==> config.mk <==
export PLATFORM = sky130hd
export DESIGN_NAME = lif_step_scheduler
export DESIGN_NICKNAME = d
export VERILOG_FILES = /design/src/rtl/lif_step_scheduler.sv
export SDC_FILE = /design/constraint.sdc
export NUM_CORES = 1
export LEC_CHECK = 0
export ABC_CLOCK_PERIOD_IN_PS = 2450
export CORE_UTILIZATION = 30
export DETAILED_ROUTE_END_ITERATION = 16
export HOLD_SLACK_MARGIN = 0.12
export PLACE_DENSITY_LB_ADDON = 0.25
export SYNTH_ARGS = -nofsm -noshare
export SYNTH_HDL_FRONTEND = slang
export SYNTH_SLANG_ARGS = --single-unit
==> constraint.sdc <==
create_clock -name clk -period 2.45 [get_ports clk]
set_input_delay 0.49 -clock clk [delete_from_list [all_inputs] [get_ports clk]]
set_output_delay 0.49 -clock clk [all_outputs]
set_load 0.03 [all_outputs]
==> src/rtl/lif_step_scheduler.sv <==
// lif_step_scheduler
//   Time-multiplexes one shared LIF update datapath across NUM_NEURONS neurons. Holds the
//   per-neuron membrane and input-current registers. On each tick it issues one datapath
//   request per neuron in index order, writes the results back and publishes the spike vector.
//
// Ports
//   clk, rst                 rising-edge clock, synchronous active-high reset
//   tick                     start one timestep (1-cycle pulse)
//   cur_wr_en/addr/data      input current register write, accepted in any state
//   dp_req, dp_mem, dp_cur   datapath request, held until dp_ack
//   dp_ack, dp_mem_next,     datapath result (dp_ack may coincide with the first dp_req cycle)
//   dp_spike
//   spike_vec, spike_valid   spikes of the last completed timestep, update strobe
//   busy                     timestep in progress
//   overrun                  tick arrived while a timestep was still in progress
//
// Configuration
//   REFRACTORY_EN            when defined, a neuron that spiked is skipped (membrane held at 0)
//                            for REFRACT_STEPS following timesteps.

module lif_step_scheduler #(
    parameter int unsigned NUM_NEURONS   = 4,
    parameter int unsigned DW            = 8,
    parameter int unsigned AW            = $clog2(NUM_NEURONS),
    parameter int unsigned REFRACT_STEPS = 2
) (
    input  logic                   clk,
    input  logic                   rst,
    input  logic                   tick,
    input  logic                   cur_wr_en,
    input  logic [AW-1:0]          cur_wr_addr,
    input  logic [DW-1:0]          cur_wr_data,
    output logic                   dp_req,
    output logic [DW-1:0]          dp_mem,
    output logic [DW-1:0]          dp_cur,
    input  logic                   dp_ack,
    input  logic [DW-1:0]          dp_mem_next,
    input  logic                   dp_spike,
    output logic [NUM_NEURONS-1:0] spike_vec,
    output logic                   spike_valid,
    output logic                   busy,
    output logic                   overrun
);

    typedef enum logic [1:0] {StIdle, StRun, StDone} state_e;

    state_e                 state_q;
    logic [AW-1:0]          idx_q;
    logic [DW-1:0]          mem_q [NUM_NEURONS];
    logic [DW-1:0]          cur_q [NUM_NEURONS];
    logic [NUM_NEURONS-1:0] spike_acc_q;
    logic [NUM_NEURONS-1:0] spike_acc_d;
    logic [NUM_NEURONS-1:0] spike_vec_q;

    logic step_skip;   // current neuron is refractory: no request, advance in one cycle
    logic step_done;   // current neuron finishes this cycle
    logic last_idx;

`ifdef REFRACTORY_EN
    localparam int unsigned RW = $clog2(REFRACT_STEPS + 1);
    logic [RW-1:0] ref_q [NUM_NEURONS];

    assign step_skip = (state_q == StRun) && (ref_q[idx_q] != '0);
`else
    logic unused_cfg;

    assign unused_cfg = (REFRACT_STEPS == 0);
    assign step_skip  = 1'b0;
`endif

    assign step_done = (state_q == StRun) && (step_skip || dp_ack);
    assign last_idx  = (idx_q == AW'(NUM_NEURONS - 1));

    // Accumulated spikes including the neuron finishing this cycle, so the final
    // writeback can load spike_vec directly and it is valid during the DONE cycle.
    always_comb begin
        spike_acc_d        = spike_acc_q;
        spike_acc_d[idx_q] = !step_skip && dp_spike;
    end

    assign dp_req      = (state_q == StRun) && !step_skip;
    assign dp_mem      = mem_q[idx_q];
    assign dp_cur      = cur_q[idx_q];
    assign busy        = (state_q == StRun);
    assign spike_valid = (state_q == StDone);
    assign overrun     = tick && (state_q != StIdle);
    assign spike_vec   = spike_vec_q;

    always_ff @(posedge clk) begin
        if (rst) begin
            state_q     <= StIdle;
            idx_q       <= '0;
            spike_acc_q <= '0;
            spike_vec_q <= '0;
            for (int i = 0; i < NUM_NEURONS; i++) begin
                mem_q[i] <= '0;
                cur_q[i] <= '0;
`ifdef REFRACTORY_EN
                ref_q[i] <= '0;
`endif
            end
        end else begin
            if (cur_wr_en) begin
                cur_q[cur_wr_addr] <= cur_wr_data;
            end

            unique case (state_q)
                StIdle: begin
                    if (tick) begin
                        state_q     <= StRun;
                        idx_q       <= '0;
                        spike_acc_q <= '0;
                    end
                end
                StRun: begin
                    if (step_done) begin
                        mem_q[idx_q] <= step_skip ? '0 : dp_mem_next;
                        spike_acc_q  <= spike_acc_d;
`ifdef REFRACTORY_EN
                        if (step_skip) begin
                            ref_q[idx_q] <= ref_q[idx_q] - 1'b1;
                        end else if (dp_spike) begin
                            ref_q[idx_q] <= RW'(REFRACT_STEPS);
                        end
`endif
                        if (last_idx) begin
                            state_q     <= StDone;
                            spike_vec_q <= spike_acc_d;
                        end else begin
                            idx_q <= idx_q + 1'b1;
                        end
                    end
                end
                StDone: begin
                    state_q <= StIdle;
                end
                default: begin
                    state_q <= StIdle;
                end
            endcase
        end
    end

endmodule

# Yosys cells after proc, flatten, opt, wreduce, memory -nomap -nowiden
# Memory sizes are Yosys's and may differ from the RTL's. A register that Yosys moved wholly into a read port is not among the register bits.
# Index checks and enable logic that the tools add are counted.
# word_totals
regBits	12
latch_bits	0
ramBits	64
mem_bits_ro	0
input_bits	24
output_inout_bits	24
elab_cells	61
n_memories	2
# mem_list
memory	depth	word_bits	rd	rd_clocked_by_memory_dff	write_ports	line	source
cur_q	4	8	1	1	4	50	logic [DW-1:0] cur_q [NUM_NEURONS];
mem_q	4	8	1	1	4	49	logic [DW-1:0] mem_q [NUM_NEURONS];
# op_classes
addsub	1
mul	0
div	0
magnitude_cmp	2
n_eq_ne	7
shift	0
mux	33
bitwise	0
n_reduce_logical	12
# op_table
cell	n
$mux W2	12
$mux W8	2
$reduce_or A8 Y1	2
$mux W1	12
$reduce_and A3 Y1	3
$mux W4	2
$pmux W2 S2	2
$pmux W4 S2	1
$bwmux W4	1
$eq A2 B2 Y1 const B	2
$ne A2 B1 Y1 const B	2
$ne A2 B2 Y1 const B	2
$reduce_and A4 Y1	1
$reduce_bool A2 Y1	2
$logic_and A1 B1 Y1	3
$lt A2 B3 Y1 const B	1
$add A2 B1 Y2 const B	1
$demux W1 S2	1
$eq A2 B1 Y1 const B	1
$ge A2 B1 Y1 const B	1
$logic_not A2 Y1	1

# Longest topological paths before layout
# Gate-level depths: netlist of the first run.
# logic_depth
depth_word	8
ltp_mapped	5
depth_no_buf	4

# Worst setup path before layout of the first run
# No wires, ideal clock.
# synth_timing
path_type	reg2out
startpoint	register (tool-made name)
endpoint	output port dp_cur[0]
arrival_time_ns	1.308
t_required_ns	1.960
slack_ns	0.652
stages_incl_launch_ff	4
path_buffers	2
cell_sequence	dfxtp_1 -> buf_2 -> buf_6 -> mux4_2
# synth_lines
item	line	source
end: declaration	35	output logic [DW-1:0] dp_cur,

# Worst setup path in the final report of the first run
# layout_timing
startpoint	register state_q[0]
endpoint	output port dp_req
# layout_via
elab_chain_len	1
# layout_lines
item	line	source
start: declaration	47	state_e state_q;
start signal: assignment	91	state_q <= StIdle;
start signal: assignment	110	state_q <= StRun;
start signal: assignment	127	state_q <= StDone;
$eq A2 B1 Y1	81	assign dp_req = (state_q == StRun) && !step_skip;
end: declaration	33	output logic dp_req,
# No other way between the ends.

==> reports/results.tsv, run 1 <==
stage	metric	value	unit
sta	tightest_slew	708	ps
global_route	grt_pass1_wl	11600	um
global_route	grt_pass1_vias	2240	
cells_and_area	finalNonFillerCells	442	
logic_synthesis	synth-compound-area-share	0.0368	
logic_synthesis	ys_warn_count	0	
logic_synthesis	synth_top_area_cell	edfxtp_1	
setup_path	critPathLaunchType	register	
place	dp_cells	426	
sta	tns	0	ps
clocking	cts_root_buf	clkbuf_16	
logic_synthesis	syn-num-nets	263	
clocking	numCtsBuffers	9	
logic_synthesis	async_reset_ff_frac	0	
logic_synthesis	muxShareOfSynthArea	0.113	
logic_synthesis	ys.flop_type	edfxtp_1	
routing	viasPerCell	4.61	
sta	clock_skew	4.14	ps
logic_synthesis	synthSimpleGateAreaFrac	0.198	
place	place_hpwl	4780	um
sta	fin_ws	153	ps
logic_synthesis	synth_edf_count	64	
sta	setup_viol_count_final	0	
routing	wl	7150	um
setup_path	worstSetupPathType	reg -> out	
run	maxCapViolCount	0	
setup_path	end_kind	output port	
clocking	cts_setup_buffers	0	
cells_and_area	drive_above_1_share	0.214	
global_route	gr-total-overflow	0	
clocking	clk_path_buf_depth	2	
logic_synthesis	synth-seq-cells	77	
global_route	antenna_found_initial	0	
logic_synthesis	netlist.area_leader.share	0.544	
floorplan	die_h	111	um
sta	max_freq	435	MHz
floorplan	rows	39	
sta	grt_setup_unrepaired	no	
worst_hold_path	hp-class	reg -> reg	
logic_synthesis	synth_top_family_by_area	simple AND/OR/NAND/NOR gates	
clocking	cts_tree	yes	
setup_path	path_max_fanout	12	
routing	postRouteAntennaNets	0	
clocking	worstSkewPairLatency	330	ps
sta	fin_crit_sh	0.937	
clocking	path_clk_slew	60	ps
power_and_ir_drop	ir_drop	275	uV
setup_path	worstPathArrival	1810	ps
power_and_ir_drop	p_leak	1.62	nW
cells_and_area	final_cell_mix	and2_1 (64), edfxtp_1 (64), clkdlybuf4s50_1 (31), mux4_2 (16), buf_4 (16)	
setup_path	required	1960	ps
logic_synthesis	yosys-top-cells-area	edfxtp_1 (54%), and2_1 (11%), mux4_2 (10%)	
logic_synthesis	syn_inst	235	
routing	num_vias	2038	
global_route	grtUsageTotal	0.126	
place	dp_slack	189	ps
sta	hold_viol	0	
floorplan	start_util	0.308	
routing	routedWlPerCell	16.2	um
global_route	grt_start_max_net_pins	17	
clocking	h-tree-depth	3	
floorplan	core_region_area	11500	um^2
power_and_ir_drop	power_density	713	nW/um^2
logic_synthesis	avgSynthCellArea	15.0	um^2
cells_and_area	fillCellCount	1048	
logic_synthesis	synthAdderAreaFrac	0.0142	
cells_and_area	area.growth.synth_to_final	27.7	%
routing	first_iter_violations	79	
routing	dr.pass1.iters	7	
clocking	cts-resized-gates	11	
cells_and_area	n_antenna_cell	0	
logic_synthesis	synth_area	3530	um^2
floorplan	die_area	12200	um^2
run_status	status	completed	
logic_synthesis	synth_xor_area_frac	0	
cells_and_area	final_util	0.394	
routing	drc	0	
place	gp_congestion	0.704	
floorplan	io-pin-count	48	
clocking	cts.sinks	77	
logic_synthesis	synth_seq_area_share	0.617	
place	port_buffers	47	
sta	drv_slew	0	
clocking	hold_buffers	0	
floorplan	fp.dieW	111	um
sta	slew_headroom	0.527	
sta	fin_crit	2300	ps
cells_and_area	fin_nets	322	
logic_synthesis	synth.distinct_cells	37	
[logic make-up (layout without fill, tap and decap cells)]
family / Yosys count / after routing
flops: 77 / 77
compound gates: 17 / 17
simple gates: 104 / 104
mux: 20 / 20
buf+inv: 13 / 77
fa+ha+maj: 4 / 4
[area by class of cell]
class / count / area, um^2 / area share
multi-input cells: 145 / 1280 / 0.284
well taps: 143 / 179 / 0.0396
inverters: 2 / 7.51 / 0.00166
flip-flops and latches: 77 / 2180 / 0.484
clock buffers: 10 / 229 / 0.0507
repair buffers: 59 / 547 / 0.121
clock inverters: 6 / 87.6 / 0.0194
[state kept, by name, summed over array words and instances, names as in the netlist, named ones only]
register and flops:
idx_q 2, state_q 2, cur_q 32, spike_vec 4
spike_acc_q 3, mem_q 32
[worst max-delay path, stage by stage, from the launching register on]
cell             delay [ps]
dfxtp_1                 540
and2b_1                 250
clkdlybuf4s50_1         690
[power breakdown]
group          switching (mW)  leakage, nW  total, mW  internal (mW)
clock network           0.507        0.156       1.40          0.892
logic                   0.168        0.719      0.310          0.142
registers              0.0236        0.749       1.51           1.49
total                   0.699         1.62       3.22           2.52
[synthesized netlist by cell type, types with 3 or more instances]
library cell,instances
a211oi_1,3
a31o_2,3
a32o_1,3
and2_1,64
buf_2,6
dfxtp_1,13
edfxtp_1,64
ha_1,4
mux2i_1,4
mux4_2,16
nand2_1,6
nor2_1,7
nor2b_1,3
nor4_4,3
or2_2,5
[layer usage]
metal / global-route usage / wire length, um / part of all wire / vias up
met5: 0 / 0 / 0 / -
met4: 0.0578 / 132 / 0.018 / 0
li1: - / - / - / 993
met2: 0.209 / 3590 / 0.50 / 36
met1: 0.151 / 3200 / 0.45 / 1001
met3: 0.0346 / 229 / 0.032 / 8
[path summary, 6_finish.rpt]
path	depth (start not counted)	endpoint	slack [ps]	from
max	2	dp_req	150	state_q[0]$_SDFFE_PP0P_
min	2	spike_vec[3]$_SDFFE_PP0P_	460	spike_vec[3]$_SDFFE_PP0P_
min reg2reg	2	spike_vec[3]$_SDFFE_PP0P_	460	spike_vec[3]$_SDFFE_PP0P_
max reg2reg	4	spike_vec[1]$_SDFFE_PP0P_	740	idx_q[0]$_SDFFE_PP0P_
[through the flow]
stage,total power [mW],instance area [um^2],hold slack [ps]
5_1_grt,3.33,4510,486
3_5_place_dp,1.87,4210,453
4_1_cts,3.26,4510,466
6_report,3.22,4510,458
3_3_place_gp,1.86,4210,449
2_1_floorplan,1.72,3530,468
Power figures use the tool's default switching activity.
==> run 2, diff against run 1 <==
--- a/config.mk
+++ b/config.mk
@@ -5,7 +5,7 @@
 export SDC_FILE = /design/constraint.sdc
 export NUM_CORES = 1
 export LEC_CHECK = 0
-export ABC_CLOCK_PERIOD_IN_PS = 2450
+export ABC_CLOCK_PERIOD_IN_PS = 2900
 export CORE_UTILIZATION = 30
 export DETAILED_ROUTE_END_ITERATION = 16
 export HOLD_SLACK_MARGIN = 0.12
==> constraint.sdc (replaced) <==
create_clock -name clk -period 2.9 [get_ports clk]
set_input_delay 0.58 -clock clk [delete_from_list [all_inputs] [get_ports clk]]
set_output_delay 0.58 -clock clk [all_outputs]
set_load 0.05 [all_outputs]
==> run 2 against run 1 <==
  * Count of clock-buffer cells in the layout increased by 1
  * Utilization decreased by 0.46 points
  * Combinational power decreased by 4%
  * Critical path depth unchanged
  * Sequential cell count unchanged
  * Non-clock buffer count decreased by 5
  * Power decreased by 12%
  * Register-to-register slack improved by 460 ps
  * Hold slack about the same
  * First-iteration DRC count increased by 5.1%
  * Final cell count decreased by 1.1%
  * Clock power decreased by 11%
==> reports/results.tsv, run 2 (synthesis gave the netlist of run 1 again) <==
stage	metric	value	unit	change
floorplan	fp.dieW	111	um	unchanged
power_and_ir_drop	ir_drop	333	uV	+21%
sta	slew_headroom	0.390		-0.137
routing	drc	0		unchanged
sta	max_freq	387	MHz	
setup_path	end_kind	output port		
clocking	cts-resized-gates	0		-11
setup_path	path_max_fanout	13		+1
routing	postRouteAntennaNets	0		unchanged
floorplan	start_util	0.308		unchanged
clocking	cts_setup_buffers	0		unchanged
run	maxCapViolCount	0		unchanged
setup_path	required	2320	ps	+360 ps
floorplan	die_h	111	um	unchanged
power_and_ir_drop	power_density	633	nW/um^2	-11%
routing	dr.pass1.iters	4		-3
floorplan	io-pin-count	48		unchanged
cells_and_area	fin_nets	317		-1.6%
routing	num_vias	2020		-0.88%
routing	wl	7000	um	-2.2%
global_route	grt_pass1_vias	2156		-3.8%
cells_and_area	final_cell_mix	and2_1 (64), edfxtp_1 (64), clkdlybuf4s50_1 (30), buf_4 (24), mux4_2 (16)		
routing	met1_length	3200	um	-0.28%
setup_path	critPathLaunchType	register		
place	port_buffers	47		unchanged
routing	wl_met2	3410	um	-5.0%
global_route	gr-total-overflow	0		unchanged
floorplan	core_region_area	11500	um^2	unchanged
cells_and_area	n_antenna_cell	0		unchanged
floorplan	die_area	12200	um^2	unchanged
clocking	cts_tree	yes		
routing	first_iter_violations	83		+5.1%
setup_path	worstPathArrival	2000	ps	+190 ps
routing	wl_met3	222	um	-3.1%
routing	top_layer_used	met4		
sta	fin_ws	318	ps	+164 ps
power_and_ir_drop	power	2.82	mW	-12%
place	place_hpwl	4670	um	-2.3%
cells_and_area	drive_above_1_share	0.231		+0.0172
worst_hold_path	hp-class	reg -> reg		
cells_and_area	fillCellCount	1069		+2.0%
sta	fin_crit_sh	0.890		
clocking	path_clk_slew	60	ps	about the same
sta	clock_skew	5.28	ps	+1.14 ps
sta	setup_viol_count_final	0		unchanged
sta	grt_setup_unrepaired	no		
routing	routedWlPerCell	16.0	um	-1.0%
routing	viasPerCell	4.62		+0.25%
sta	fin_crit	2580	ps	
cells_and_area	seq_area	2180	um^2	about the same
place	dp_slack	359	ps	+170 ps
global_route	grt_pass1_wl	11500	um	-0.83%
clocking	cts.sinks	77		unchanged
sta	hold_viol	0		unchanged
global_route	antenna_found_initial	0		unchanged
clocking	cts_root_buf	clkbuf_16		
sta	tightest_slew	913	ps	+204 ps
clocking	numCtsBuffers	9		unchanged
clocking	clk_path_buf_depth	2		unchanged
clocking	worstSkewPairLatency	330	ps	about the same
sta	drv_slew	0		unchanged
cells_and_area	area.growth.synth_to_final	26.2	%	
power_and_ir_drop	p_leak	1.59	nW	-2.0%
sta	tns	0	ps	unchanged
floorplan	rows	39		unchanged
run_status	status	completed		
setup_path	worstSetupPathType	reg -> out		
clocking	h-tree-depth	3		unchanged
clocking	hold_buffers	0		unchanged
global_route	grt_start_max_net_pins	17		unchanged
cells_and_area	multi_input_area	1280	um^2	unchanged
place	gp_congestion	0.731		+3.8%
global_route	grtUsageTotal	0.125		-0.000893
run 2: area by class of cell:
class / instances / area share
Clock buffer: 11 / 0.0522
Tap cell: 143 / 0.0401
Sequential cell: 77 / 0.489
Clock inverter: 5 / 0.0222
Multi-Input combinational cell: 145 / 0.287
Timing Repair Buffer: 54 / 0.108
Inverter: 2 / 0.00168
run 2: worst paths after layout:
kind                                to  depth (start not counted)  slack, ps                 startpoint
max reg2reg  mem_q[0][5]$_SDFFCE_PN0P_                          4       1200    state_q[0]$_SDFFE_PP0P_
min          spike_vec[3]$_SDFFE_PP0P_                          2        460  spike_vec[3]$_SDFFE_PP0P_
max                        spike_valid                          2        320    state_q[1]$_SDFFE_PP0P_
min reg2reg  spike_vec[3]$_SDFFE_PP0P_                          2        460  spike_vec[3]$_SDFFE_PP0P_
run 2: routing by layer:
| metal | track usage | vias to the layer above |
|---|---|---|
| li1 | - | 982 |
| met1 | 0.155 | 986 |
| met2 | 0.199 | 38 |
| met3 | 0.0307 | 14 |
| met4 | 0.0684 | 0 |
| met5 | 0 | - |
run 2: metrics by stage:
stage          cells  instance area [um^2]  utilization  hold slack [ps]
3_5_place_dp     421                  4130        0.360              453
3_3_place_gp     421                  4130        0.360              451
4_1_cts          437                  4460        0.389              461
6_report         437                  4460        0.389              458
5_1_grt          437                  4460        0.389              509
2_1_floorplan    235                  3530            -              468
run 2: where the power goes:
part           switching (mW)  total [mW]  internal (mW)
clock network           0.412        1.25          0.836
registers              0.0196        1.28           1.26
logic                   0.179       0.299          0.120
total                   0.610        2.82           2.21
run 2: worst max-delay path, stage by stage, from the launching register on:
cell and delay, ps:
dfxtp_1 660, nor2b_1 200, clkdlybuf4s50_1 810
